**config.mk**
```make
export PLATFORM = sky130hd
export DESIGN_NAME = alu_issue_stage_flat
export DESIGN_NICKNAME = d
export VERILOG_FILES = /design/src/rtl/riscv_pkg.sv /design/src/rtl/alu_issue_stage_if.sv /design/src/rtl/alu_issue_stage_decode.sv /design/src/rtl/alu_issue_stage.sv /design/src/flat_wrapper.sv
export SDC_FILE = /design/constraint.sdc
export NUM_CORES = 1
export LEC_CHECK = 0
export ABC_AREA = 1
export ABC_CLOCK_PERIOD_IN_PS = 2700
export CORE_AREA = 10 10 149 151
export DETAILED_ROUTE_END_ITERATION = 8
export DIE_AREA = 0 0 159 161
export PLACE_DENSITY = 0.81
export SKIP_LAST_GASP = 1
export SLEW_MARGIN = 15
export SYNTH_ARGS = -nofsm -noshare
export SYNTH_HDL_FRONTEND = slang
export SYNTH_HIERARCHICAL = 1
export SYNTH_SLANG_ARGS = --single-unit
```
**constraint.sdc**
```tcl
create_clock -name clk -period 2.7 [get_ports clk]
set_clock_uncertainty 0.2 [all_clocks]
set_input_delay 0.675 -clock clk [delete_from_list [all_inputs] [get_ports clk]]
set_output_delay 0.675 -clock clk [all_outputs]
set_load 0.01 [all_outputs]
```
**src/rtl/riscv_pkg.sv**
```systemverilog
// Shared RV32I opcode constants, ALU operation encoding and operand/forward selectors
// used by the ALU issue stage and its decoder.
package riscv_pkg;

    localparam logic [6:0] OPC_OP     = 7'b0110011;
    localparam logic [6:0] OPC_OP_IMM = 7'b0010011;
    localparam logic [6:0] OPC_LOAD   = 7'b0000011;
    localparam logic [6:0] OPC_STORE  = 7'b0100011;
    localparam logic [6:0] OPC_BRANCH = 7'b1100011;
    localparam logic [6:0] OPC_JAL    = 7'b1101111;
    localparam logic [6:0] OPC_JALR   = 7'b1100111;
    localparam logic [6:0] OPC_LUI    = 7'b0110111;
    localparam logic [6:0] OPC_AUIPC  = 7'b0010111;

    typedef enum logic [3:0] {
        ALU_AND  = 4'b0000,
        ALU_OR   = 4'b0001,
        ALU_ADD  = 4'b0010,
        ALU_XOR  = 4'b0011,
        ALU_SLL  = 4'b0100,
        ALU_SRL  = 4'b0101,
        ALU_SUB  = 4'b0110,
        ALU_SRA  = 4'b0111,
        ALU_EQ   = 4'b1000,
        ALU_NE   = 4'b1001,
        ALU_TRUE = 4'b1010,
        ALU_LT   = 4'b1100,
        ALU_GE   = 4'b1101,
        ALU_LTU  = 4'b1110,
        ALU_GEU  = 4'b1111
    } alu_op_e;

    typedef enum logic [1:0] {
        FWD_RF   = 2'd0,
        FWD_ZERO = 2'd1,
        FWD_MEM  = 2'd2,
        FWD_WB   = 2'd3
    } fwd_sel_e;

    typedef enum logic [1:0] {
        SRC_A_RS1  = 2'd0,
        SRC_A_ZERO = 2'd1,
        SRC_A_PC   = 2'd2
    } src_a_e;

    typedef enum logic {
        SRC_B_RS2 = 1'b0,
        SRC_B_IMM = 1'b1
    } src_b_e;

    // Register-register and register-immediate share this table; only OP may select SUB.
    function automatic alu_op_e arith_op(input logic [2:0] f3, input logic f7b5,
                                         input logic allow_sub);
        case (f3)
            3'b000:  arith_op = (allow_sub && f7b5) ? ALU_SUB : ALU_ADD;
            3'b001:  arith_op = ALU_SLL;
            3'b010:  arith_op = ALU_LT;
            3'b011:  arith_op = ALU_LTU;
            3'b100:  arith_op = ALU_XOR;
            3'b101:  arith_op = f7b5 ? ALU_SRA : ALU_SRL;
            3'b110:  arith_op = ALU_OR;
            default: arith_op = ALU_AND;
        endcase
    endfunction

endpackage

```
**src/rtl/alu_issue_stage_if.sv**
```systemverilog
// Decode-to-execute bundle of the ALU issue stage: decode handshake, bypass buses,
// flush and the registered execute-side outputs.
interface alu_issue_stage_if #(
    parameter int DATA_WIDTH    = 32,
    parameter int OPCODE_LENGTH = 4,
    parameter int REG_ADDR_W    = 5
);
    logic                     id_valid;
    logic                     id_ready;
    logic [6:0]               id_opcode;
    logic [2:0]               id_funct3;
    logic                     id_funct7b5;
    logic [REG_ADDR_W-1:0]    id_rs1;
    logic [REG_ADDR_W-1:0]    id_rs2;
    logic [REG_ADDR_W-1:0]    id_rd;
    logic [DATA_WIDTH-1:0]    id_rs1_data;
    logic [DATA_WIDTH-1:0]    id_rs2_data;
    logic [DATA_WIDTH-1:0]    id_imm;
    logic [DATA_WIDTH-1:0]    id_pc;
    logic                     mem_fwd_we;
    logic [REG_ADDR_W-1:0]    mem_fwd_rd;
    logic [DATA_WIDTH-1:0]    mem_fwd_data;
    logic                     wb_fwd_we;
    logic [REG_ADDR_W-1:0]    wb_fwd_rd;
    logic [DATA_WIDTH-1:0]    wb_fwd_data;
    logic                     flush;
    logic                     ex_ready;
    logic                     ex_valid;
    logic [DATA_WIDTH-1:0]    SrcA;
    logic [DATA_WIDTH-1:0]    SrcB;
    logic [OPCODE_LENGTH-1:0] Operation;
    logic [DATA_WIDTH-1:0]    ex_store_data;
    logic [REG_ADDR_W-1:0]    ex_rd;
    logic [DATA_WIDTH-1:0]    ex_pc;
    logic                     ex_is_branch;
    logic                     ex_is_jump;
    logic                     ex_illegal;

    modport master (
        output id_valid, id_opcode, id_funct3, id_funct7b5, id_rs1, id_rs2, id_rd,
               id_rs1_data, id_rs2_data, id_imm, id_pc,
               mem_fwd_we, mem_fwd_rd, mem_fwd_data, wb_fwd_we, wb_fwd_rd, wb_fwd_data,
               flush, ex_ready,
        input  id_ready, ex_valid, SrcA, SrcB, Operation, ex_store_data, ex_rd, ex_pc,
               ex_is_branch, ex_is_jump, ex_illegal
    );

    modport slave (
        input  id_valid, id_opcode, id_funct3, id_funct7b5, id_rs1, id_rs2, id_rd,
               id_rs1_data, id_rs2_data, id_imm, id_pc,
               mem_fwd_we, mem_fwd_rd, mem_fwd_data, wb_fwd_we, wb_fwd_rd, wb_fwd_data,
               flush, ex_ready,
        output id_ready, ex_valid, SrcA, SrcB, Operation, ex_store_data, ex_rd, ex_pc,
               ex_is_branch, ex_is_jump, ex_illegal
    );
endinterface

```
**src/rtl/alu_issue_stage_decode.sv**
```systemverilog
// Pure combinational RV32I decode: opcode/funct3/funct7[5] to ALU operation,
// operand selects and control flags.
module alu_op_decode
    import riscv_pkg::*;
(
    input  logic [6:0] opcode,
    input  logic [2:0] funct3,
    input  logic       funct7b5,
    output alu_op_e    op,
    output src_a_e     a_sel,
    output src_b_e     b_sel,
    output logic       writes_rd,
    output logic       is_branch,
    output logic       is_jump,
    output logic       illegal
);

    always_comb begin
        op        = ALU_ADD;
        a_sel     = SRC_A_RS1;
        b_sel     = SRC_B_RS2;
        writes_rd = 1'b1;
        is_branch = 1'b0;
        is_jump   = 1'b0;
        illegal   = 1'b0;
        case (opcode)
            OPC_OP:     op = arith_op(funct3, funct7b5, 1'b1);
            OPC_OP_IMM: begin
                b_sel = SRC_B_IMM;
                op    = arith_op(funct3, funct7b5, 1'b0);
            end
            OPC_LOAD:   b_sel = SRC_B_IMM;
            OPC_STORE: begin
                b_sel     = SRC_B_IMM;
                writes_rd = 1'b0;
            end
            OPC_BRANCH: begin
                writes_rd = 1'b0;
                is_branch = 1'b1;
                case (funct3)
                    3'b000:  op = ALU_EQ;
                    3'b001:  op = ALU_NE;
                    3'b100:  op = ALU_LT;
                    3'b101:  op = ALU_GE;
                    3'b110:  op = ALU_LTU;
                    3'b111:  op = ALU_GEU;
                    default: begin
                        // Reserved branch encodings are reported as illegal, not as branches.
                        op        = ALU_AND;
                        is_branch = 1'b0;
                        illegal   = 1'b1;
                    end
                endcase
            end
            OPC_JAL, OPC_JALR: begin
                op      = ALU_TRUE;
                is_jump = 1'b1;
            end
            OPC_LUI: begin
                a_sel = SRC_A_ZERO;
                b_sel = SRC_B_IMM;
            end
            OPC_AUIPC: begin
                a_sel = SRC_A_PC;
                b_sel = SRC_B_IMM;
            end
            default: begin
                op        = ALU_AND;
                writes_rd = 1'b0;
                illegal   = 1'b1;
            end
        endcase
    end

endmodule

```
**src/rtl/alu_issue_stage.sv**
```systemverilog
// ID/EX issue register: resolves operand forwarding, decodes the ALU operation and
// holds the execute-stage operands under stall and flush.
module alu_issue_stage
    import riscv_pkg::*;
#(
    parameter int DATA_WIDTH    = 32,
    parameter int OPCODE_LENGTH = 4,
    parameter int REG_ADDR_W    = 5
) (
    input  logic             clk,
    input  logic             reset,
    alu_issue_stage_if.slave bus
);

    fwd_sel_e              a_fsel, b_fsel;
    logic [DATA_WIDTH-1:0] rs1_fwd, rs2_fwd;
    alu_op_e               dec_op;
    src_a_e                dec_a_sel;
    src_b_e                dec_b_sel;
    logic                  dec_writes_rd, dec_branch, dec_jump, dec_illegal;
    logic                  capture;

    logic                  valid_q, valid_d;
    logic [DATA_WIDTH-1:0] src_a_q, src_a_d, src_b_q, src_b_d;
    logic [DATA_WIDTH-1:0] store_q, store_d, pc_q, pc_d;
    alu_op_e               op_q, op_d;
    logic [REG_ADDR_W-1:0] rd_q, rd_d;
    logic                  branch_q, branch_d, jump_q, jump_d, illegal_q, illegal_d;

    function automatic fwd_sel_e pick_fwd(
        input logic [REG_ADDR_W-1:0] rs,
        input logic mem_we, input logic [REG_ADDR_W-1:0] mem_rd,
        input logic wb_we,  input logic [REG_ADDR_W-1:0] wb_rd);
        if (rs == '0)                     pick_fwd = FWD_ZERO;
        else if (mem_we && mem_rd == rs)  pick_fwd = FWD_MEM;
        else if (wb_we && wb_rd == rs)    pick_fwd = FWD_WB;
        else                              pick_fwd = FWD_RF;
    endfunction

    always_comb begin
        a_fsel = pick_fwd(bus.id_rs1, bus.mem_fwd_we, bus.mem_fwd_rd,
                          bus.wb_fwd_we, bus.wb_fwd_rd);
        b_fsel = pick_fwd(bus.id_rs2, bus.mem_fwd_we, bus.mem_fwd_rd,
                          bus.wb_fwd_we, bus.wb_fwd_rd);
        case (a_fsel)
            FWD_ZERO: rs1_fwd = '0;
            FWD_MEM:  rs1_fwd = bus.mem_fwd_data;
            FWD_WB:   rs1_fwd = bus.wb_fwd_data;
            default:  rs1_fwd = bus.id_rs1_data;
        endcase
        case (b_fsel)
            FWD_ZERO: rs2_fwd = '0;
            FWD_MEM:  rs2_fwd = bus.mem_fwd_data;
            FWD_WB:   rs2_fwd = bus.wb_fwd_data;
            default:  rs2_fwd = bus.id_rs2_data;
        endcase
    end

    alu_op_decode u_decode (
        .opcode    (bus.id_opcode),
        .funct3    (bus.id_funct3),
        .funct7b5  (bus.id_funct7b5),
        .op        (dec_op),
        .a_sel     (dec_a_sel),
        .b_sel     (dec_b_sel),
        .writes_rd (dec_writes_rd),
        .is_branch (dec_branch),
        .is_jump   (dec_jump),
        .illegal   (dec_illegal)
    );

    assign bus.id_ready = !valid_q || bus.ex_ready;
    assign capture      = bus.id_valid && bus.id_ready && !bus.flush;

    always_comb begin
        valid_d   = valid_q;
        src_a_d   = src_a_q;
        src_b_d   = src_b_q;
        store_d   = store_q;
        pc_d      = pc_q;
        op_d      = op_q;
        rd_d      = rd_q;
        branch_d  = branch_q;
        jump_d    = jump_q;
        illegal_d = illegal_q;
        // Flush and plain consume only drop valid; the data fields keep their last value.
        if (bus.flush) begin
            valid_d = 1'b0;
        end else if (capture) begin
            valid_d = 1'b1;
            case (dec_a_sel)
                SRC_A_ZERO: src_a_d = '0;
                SRC_A_PC:   src_a_d = bus.id_pc;
                default:    src_a_d = rs1_fwd;
            endcase
            src_b_d   = (dec_b_sel == SRC_B_IMM) ? bus.id_imm : rs2_fwd;
            store_d   = rs2_fwd;
            pc_d      = bus.id_pc;
            op_d      = dec_op;
            rd_d      = dec_writes_rd ? bus.id_rd : '0;
            branch_d  = dec_branch;
            jump_d    = dec_jump;
            illegal_d = dec_illegal;
        end else if (bus.ex_ready) begin
            valid_d = 1'b0;
        end
    end

    always_ff @(posedge clk) begin
        if (reset) begin
            valid_q   <= 1'b0;
            src_a_q   <= '0;
            src_b_q   <= '0;
            store_q   <= '0;
            pc_q      <= '0;
            op_q      <= ALU_AND;
            rd_q      <= '0;
            branch_q  <= 1'b0;
            jump_q    <= 1'b0;
            illegal_q <= 1'b0;
        end else begin
            valid_q   <= valid_d;
            src_a_q   <= src_a_d;
            src_b_q   <= src_b_d;
            store_q   <= store_d;
            pc_q      <= pc_d;
            op_q      <= op_d;
            rd_q      <= rd_d;
            branch_q  <= branch_d;
            jump_q    <= jump_d;
            illegal_q <= illegal_d;
        end
    end

    assign bus.ex_valid      = valid_q;
    assign bus.SrcA          = src_a_q;
    assign bus.SrcB          = src_b_q;
    assign bus.Operation     = OPCODE_LENGTH'(op_q);
    assign bus.ex_store_data = store_q;
    assign bus.ex_rd         = rd_q;
    assign bus.ex_pc         = pc_q;
    assign bus.ex_is_branch  = branch_q;
    assign bus.ex_is_jump    = jump_q;
    assign bus.ex_illegal    = illegal_q;

endmodule

```
**src/flat_wrapper.sv**
```systemverilog
// flat-port wrapper written by rule: the top's interface ports become plain ports
module alu_issue_stage_flat import riscv_pkg::*;
#(
    parameter int DATA_WIDTH    = 32,
    parameter int OPCODE_LENGTH = 4,
    parameter int REG_ADDR_W    = 5
)
  (clk, reset, bus_id_valid, bus_id_opcode, bus_id_funct3, bus_id_funct7b5, bus_id_rs1, bus_id_rs2, bus_id_rd, bus_id_rs1_data, bus_id_rs2_data, bus_id_imm, bus_id_pc, bus_mem_fwd_we, bus_mem_fwd_rd, bus_mem_fwd_data, bus_wb_fwd_we, bus_wb_fwd_rd, bus_wb_fwd_data, bus_flush, bus_ex_ready, bus_id_ready, bus_ex_valid, bus_SrcA, bus_SrcB, bus_Operation, bus_ex_store_data, bus_ex_rd, bus_ex_pc, bus_ex_is_branch, bus_ex_is_jump, bus_ex_illegal);
  alu_issue_stage_if #(.DATA_WIDTH(DATA_WIDTH), .OPCODE_LENGTH(OPCODE_LENGTH), .REG_ADDR_W(REG_ADDR_W)) bus_i ();
  input  logic clk;
  input  logic reset;
  input wire logic [$bits(bus_i.id_valid)-1:0] bus_id_valid;
  input wire logic [$bits(bus_i.id_opcode)-1:0] bus_id_opcode;
  input wire logic [$bits(bus_i.id_funct3)-1:0] bus_id_funct3;
  input wire logic [$bits(bus_i.id_funct7b5)-1:0] bus_id_funct7b5;
  input wire logic [$bits(bus_i.id_rs1)-1:0] bus_id_rs1;
  input wire logic [$bits(bus_i.id_rs2)-1:0] bus_id_rs2;
  input wire logic [$bits(bus_i.id_rd)-1:0] bus_id_rd;
  input wire logic [$bits(bus_i.id_rs1_data)-1:0] bus_id_rs1_data;
  input wire logic [$bits(bus_i.id_rs2_data)-1:0] bus_id_rs2_data;
  input wire logic [$bits(bus_i.id_imm)-1:0] bus_id_imm;
  input wire logic [$bits(bus_i.id_pc)-1:0] bus_id_pc;
  input wire logic [$bits(bus_i.mem_fwd_we)-1:0] bus_mem_fwd_we;
  input wire logic [$bits(bus_i.mem_fwd_rd)-1:0] bus_mem_fwd_rd;
  input wire logic [$bits(bus_i.mem_fwd_data)-1:0] bus_mem_fwd_data;
  input wire logic [$bits(bus_i.wb_fwd_we)-1:0] bus_wb_fwd_we;
  input wire logic [$bits(bus_i.wb_fwd_rd)-1:0] bus_wb_fwd_rd;
  input wire logic [$bits(bus_i.wb_fwd_data)-1:0] bus_wb_fwd_data;
  input wire logic [$bits(bus_i.flush)-1:0] bus_flush;
  input wire logic [$bits(bus_i.ex_ready)-1:0] bus_ex_ready;
  output wire logic [$bits(bus_i.id_ready)-1:0] bus_id_ready;
  output wire logic [$bits(bus_i.ex_valid)-1:0] bus_ex_valid;
  output wire logic [$bits(bus_i.SrcA)-1:0] bus_SrcA;
  output wire logic [$bits(bus_i.SrcB)-1:0] bus_SrcB;
  output wire logic [$bits(bus_i.Operation)-1:0] bus_Operation;
  output wire logic [$bits(bus_i.ex_store_data)-1:0] bus_ex_store_data;
  output wire logic [$bits(bus_i.ex_rd)-1:0] bus_ex_rd;
  output wire logic [$bits(bus_i.ex_pc)-1:0] bus_ex_pc;
  output wire logic [$bits(bus_i.ex_is_branch)-1:0] bus_ex_is_branch;
  output wire logic [$bits(bus_i.ex_is_jump)-1:0] bus_ex_is_jump;
  output wire logic [$bits(bus_i.ex_illegal)-1:0] bus_ex_illegal;
  assign bus_i.id_valid = bus_id_valid;
  assign bus_i.id_opcode = bus_id_opcode;
  assign bus_i.id_funct3 = bus_id_funct3;
  assign bus_i.id_funct7b5 = bus_id_funct7b5;
  assign bus_i.id_rs1 = bus_id_rs1;
  assign bus_i.id_rs2 = bus_id_rs2;
  assign bus_i.id_rd = bus_id_rd;
  assign bus_i.id_rs1_data = bus_id_rs1_data;
  assign bus_i.id_rs2_data = bus_id_rs2_data;
  assign bus_i.id_imm = bus_id_imm;
  assign bus_i.id_pc = bus_id_pc;
  assign bus_i.mem_fwd_we = bus_mem_fwd_we;
  assign bus_i.mem_fwd_rd = bus_mem_fwd_rd;
  assign bus_i.mem_fwd_data = bus_mem_fwd_data;
  assign bus_i.wb_fwd_we = bus_wb_fwd_we;
  assign bus_i.wb_fwd_rd = bus_wb_fwd_rd;
  assign bus_i.wb_fwd_data = bus_wb_fwd_data;
  assign bus_i.flush = bus_flush;
  assign bus_i.ex_ready = bus_ex_ready;
  assign bus_id_ready = bus_i.id_ready;
  assign bus_ex_valid = bus_i.ex_valid;
  assign bus_SrcA = bus_i.SrcA;
  assign bus_SrcB = bus_i.SrcB;
  assign bus_Operation = bus_i.Operation;
  assign bus_ex_store_data = bus_i.ex_store_data;
  assign bus_ex_rd = bus_i.ex_rd;
  assign bus_ex_pc = bus_i.ex_pc;
  assign bus_ex_is_branch = bus_i.ex_is_branch;
  assign bus_ex_is_jump = bus_i.ex_is_jump;
  assign bus_ex_illegal = bus_i.ex_illegal;
  alu_issue_stage #(.DATA_WIDTH(DATA_WIDTH), .OPCODE_LENGTH(OPCODE_LENGTH), .REG_ADDR_W(REG_ADDR_W)) u_core (.clk(clk), .reset(reset), .bus(bus_i));
endmodule
```
### After elaboration in Yosys (flattened, before gate mapping)

Cells that the tools add are included.

* bitwise logic cells: 1
* reductions and logical operators: 21
* equal/unequal tests: 28
* muxes and demuxes: 27

Operators by type and width (number)
* $pmux 32 s3: 2
* $pmux 32 s2: 1
* $pmux 4 s7: 2
* $mux 32: 1
* $pmux 4 s6: 1
* $eq 7x6->1 const B: 3
* $eq 7x7->1 const B: 3
* $eq 5x5->1: 4
* $pmux 4 s5: 1
* $eq 7x5->1 const B: 2
* $mux 2: 7
* $eq 3x3->1 const B: 4
* $eq 2x2->1 const B: 5
* $logic_not 5->1: 2
* $mux 1: 8
* $reduce_or 8->1: 1
* $eq 7x2->1 const B: 1
* $reduce_or 7->1: 1
* $eq 2x1->1 const B: 3
* $eq 3x2->1 const B: 2
* $logic_and 1x1->1: 6
* $reduce_or 6->1: 1
* $mux 5: 1
* $reduce_or 5->1: 1
* 12 further kinds: 14

* output and inout port bits: 142
* input bits: 235
* word-level logic and storage cells: 87
* register bits: 141

### Longest topological paths before layout

* depth after elaboration: 8
* depth in mapped cells: 12
* gate-level depth less buffers: 12

### Modules after synthesis

Netlist, hierarchy kept.

By module, submodules not included
* alu_issue_stage: area an instance 7666.1 um^2, sequential area each 2822.7 um^2, cells an instance 1165, times used 1
* alu_op_decode: area an instance 291.5 um^2, sequential area each 0.0 um^2, cells an instance 62, times used 1

### Worst setup path before layout

OpenSTA, ideal clock, no wires.

* path type: input-to-reg
* start: input port bus_id_opcode[0]
* end: register u_core.src_a_q[21] (netlist: u_core/bus.SrcA[21])
* required time: 2.368 ns
* stages: 10
* path buffers: 2
* setup time: 0.132 ns
* data arrival time: 2.149 ns
* setup slack: 0.219 ns
* cells stage by stage: nand3_1 nor4_1 inv_1 ha_1 clkbuf_1 clkbuf_1 nand2_1 nand3b_1 nand2_1 a21oi_1

* longest elaborated chain between the ends: 4
* elaborated cells between the ends (all ways): 6
* classes of those cells: eq/ne: 4; mux: 2

Ends and longest elaborated chain
* start: declaration: line flat_wrapper.sv:13 `input wire logic [$bits(bus_i.id_opcode)-1:0] bus_id_opcode;`
* $eq 7x5->1 or $eq 7x6->1 (tied branches): line alu_issue_stage_decode.sv:26 `case (opcode)`
* $pmux 2 s2 *: line alu_issue_stage_decode.sv:26
* net u_core.dec_a_sel[0]: line alu_issue_stage.sv:18 `src_a_e dec_a_sel;`
* $eq 2x2->1 or $eq 2x1->1 (tied branches): line alu_issue_stage.sv:91 `case (dec_a_sel)`
* $pmux 32 s2 *: line alu_issue_stage.sv:91
* end signal: assignment: line alu_issue_stage.sv:123 `src_a_q <= src_a_d;`
* end: declaration: line alu_issue_stage.sv:24 `logic [DATA_WIDTH-1:0] src_a_q, src_a_d, src_b_q, src_b_d;`

The timed path passes the listed nets; every way through them passes the cells marked *.
A chain may end at the register's enable or synchronous reset.

### Final worst setup path

* start: input port bus_id_opcode[1]
* end: register u_core.src_a_q[13] (netlist: u_core/bus.SrcA[13])

Same word-level chain as after synthesis.

==> out/metrics.yaml <==
tritoncts: "built"
slew_headroom_pct: 35.6
coreArea_um2: 19200
numCtsBuffers: 17
grt_pass1_vias: 10100
dp_slack_ns: -0.377
critical_path_class: "input pin to flop"
clk_pin_slew_ns: 0.06
clock_tree.root_cell: "clkbuf_16"
post-route-min-period_ns: 2.64
detail_route.iter0.violations: 1322
hold_start: "u_core/bus.SrcA[28]"
power_density_nw_per_um2: 488
max_freq_mhz: 379
clk_latency_ns: 0.42
dpl_cell_area_um2: 12500
ys.warnings.count: 6
yosys.area_share.simple_pct: 41.3
drt_first_pass_iters: 7
hold_class: "flop to flop"
arrival_ns: 2.69
synth.distinct_cells: 29
place.gp.congestion: 0.913
pin_count: 377
timing.rr.end: "u_core/bus.ex_pc[31]"
dieArea_um2: 25600
p_total_uw: 6440
avgSynthCellArea_um2: 6.49
synth.area.mux_share_pct: 0
swShare_pct: 28.2
clock_path_buffers: 2
nFillCells: 1653
ant_nets: 0
synth.ff_latch_count: 141
cts_setup_buffers: 0
grt_max_degree: 72
die_h_um: 161
status: "completed"
drive_above_1_share_pct: 10.1
pwr-share-seq_pct: 35.4
r2r_start: "u_core/bus.ex_valid"
setup_viol: 0
finalInstanceArea_um2: 13200
p_int_uw: 4620
worst_setup_path_start_kind: "input pin"
grt.overflow.total: 0
grt_pass1_wl_um: 60500
rsz0062_at_grt: "yes"
wire_per_inst_um: 21.6
synth_fa_ha_area_share_pct: 0.157
grtUsageTotal_pct: 29.8
slew_violations: 0
post_drt_via_cell_ratio: 5.65
final_cell_mix: "clkdlybuf4s50_1, nand2_1, nor2_1, dfxtp_1, nand4_1"
vias: 10700
synth_compound_area_share_pct: 15.3
synth-xor-area-share_pct: 0.220
synth_edf_count: 0
final_common_cell: "clkdlybuf4s50_1"
syn2layout_area_growth_pct: 65.9
peakVddDrop_v: 0.000426
r2r_cells: 10
drc: 0
syn-num-nets: 1463
h-tree-depth: 4
rows: 51
synth_top_family_by_area: "simple AND/OR/NAND/NOR gates"
worst_hold_slack_ns: 0.264
start_util_pct: 41.4
p_sw_uw: 1810
seq_area_frac_synth_pct: 35.5
endpoint_kind: "flop"
antenna_found_initial: 4
clock-sinks: 141
async_flop_share_pct: 0
netlist_area_um2: 7960
hold_end: "u_core/bus.SrcA[28]"
portBuffers: 376
timing_hold_violations_final: 0
worst_slack_ns: 0.0588
synth_ff_type: "dfxtp_1"
pwr-share-comb_pct: 22.8
critPathMaxFanout: 33
routed_wl_um: 40900
fin_setup_tns_ns: 0
pwr-share-clk_pct: 41.8
multi_input_area_um2: 4570
syn_inst: 1227
nets: 1847
tightestPinTransition_ns: 0.966
r2r_setup_slack_ns: 0.87
seq_area_um2: 2820
die_w_um: 159
hpwlAfterDp_um: 31200
p_leak_uw: 0.00556
required_ns: 2.75
fin_crit_sh_pct: 97.8
holdPathStages: 2
max-cap-violations: 0
## synth_stat cells, types with 19 or more instances
cell type / count / area, um^2
nand3b_1: 23 / 173
clkbuf_1: 59 / 221
dfxtp_1: 141 / 2820
o21ai_0: 75 / 375
nand4_1: 118 / 738
a41oi_1: 32 / 280
nand2_1: 336 / 1260
nand3_1: 31 / 155
a21oi_1: 92 / 460
nor2_1: 195 / 732
buf_2: 19 / 95.1
inv_1: 38 / 143
## what timing repair did
item / CTS / global route
endpoints found under the hold margin: 0 / 0
pin swaps: 0 / 0
endpoints found under the setup margin: 1 / 44
gates resized for setup: 1 / 3
hold buffers: 0 / 0
## power groups by stage
stage | combinational (uW) | clock (uW) | sequential, uW
CTS | 1450 | 2710 | 2280
global placement | 1430 | 0 | 2320
global route | 1560 | 2800 | 2290
detailed placement | 1440 | 0 | 2320
floorplan | 471 | 0 | 2360
finish | 1470 | 2690 | 2280
## metal layers
layer  routed length [um]  vias to the layer above  GRT usage, %
met1                15900                     4948          36.0
met5                    0                        -             0
li1                     -                     4939             -
met4                 1340                        0          11.8
met3                 4210                       92          8.01
met2                19400                      714          49.4
## layout make-up
type                            count  area share [%]
Antenna cell                        4          0.0758
Inverter                           50            1.46
Multi-Input combinational cell    943            34.6
Tap cell                          265            2.51
Clock inverter                     14            1.76
Sequential cell                   141            21.4
Timing Repair Buffer              458            35.0
Clock buffer                       17            3.22
## flip-flops by register name, summed over array words and instances (netlist names)
register / count
u_core/bus.SrcB: 32
u_core/bus.ex_store_data: 32
u_core/bus.ex_is_jump: 1
u_core/bus.ex_rd: 5
u_core/bus.ex_is_branch: 1
u_core/bus.ex_valid: 1
u_core/bus.SrcA: 32
u_core/bus.ex_pc: 32
u_core/bus.Operation: 4
u_core/bus.ex_illegal: 1
## worst max path at each step
stage | end | cells after the start | startpoint
floorplan | u_core/bus.SrcA[21] | 10 | bus_id_opcode[0]
global placement | u_core/bus.SrcA[14] | 10 | bus_id_opcode[4]
detailed placement | u_core/bus.SrcB[23] | 11 | bus_id_rs2[2]
CTS | u_core/bus.SrcA[13] | 10 | bus_id_opcode[4]
global route | u_core/bus.SrcA[13] | 13 | bus_wb_fwd_rd[4]
finish | u_core/bus.SrcA[13] | 10 | bus_id_opcode[1]
## worst max-delay path: stages
cell	delay, ns
clkdlybuf4s50_1	0.48
nand3_1	0.16
nor4_1	0.24
inv_1	0.13
ha_4	0.31
buf_12	0.19
nand2_1	0.07
nand3b_1	0.24
nand2_1	0.10
a21oi_1	0.08
## stage by stage
stage / std cells / util (%)
after floorplan: 1227 / -
after global placement: 1857 / 65.2
after detailed placement: 1857 / 65.2
after CTS: 1888 / 68.6
after global routing: 1892 / 68.7
final: 1892 / 68.7
## cell families (layout without fill, tap and decap cells)
group | after synthesis | in the layout
compound gates | 211 | 211
xor+xnor | 2 | 2
fa+ha+maj | 1 | 1
buf+inv | 143 | 539
flops | 141 | 141
other cells | 0 | 4
simple gates | 729 | 729
Power figures use the tool's default switching activity.
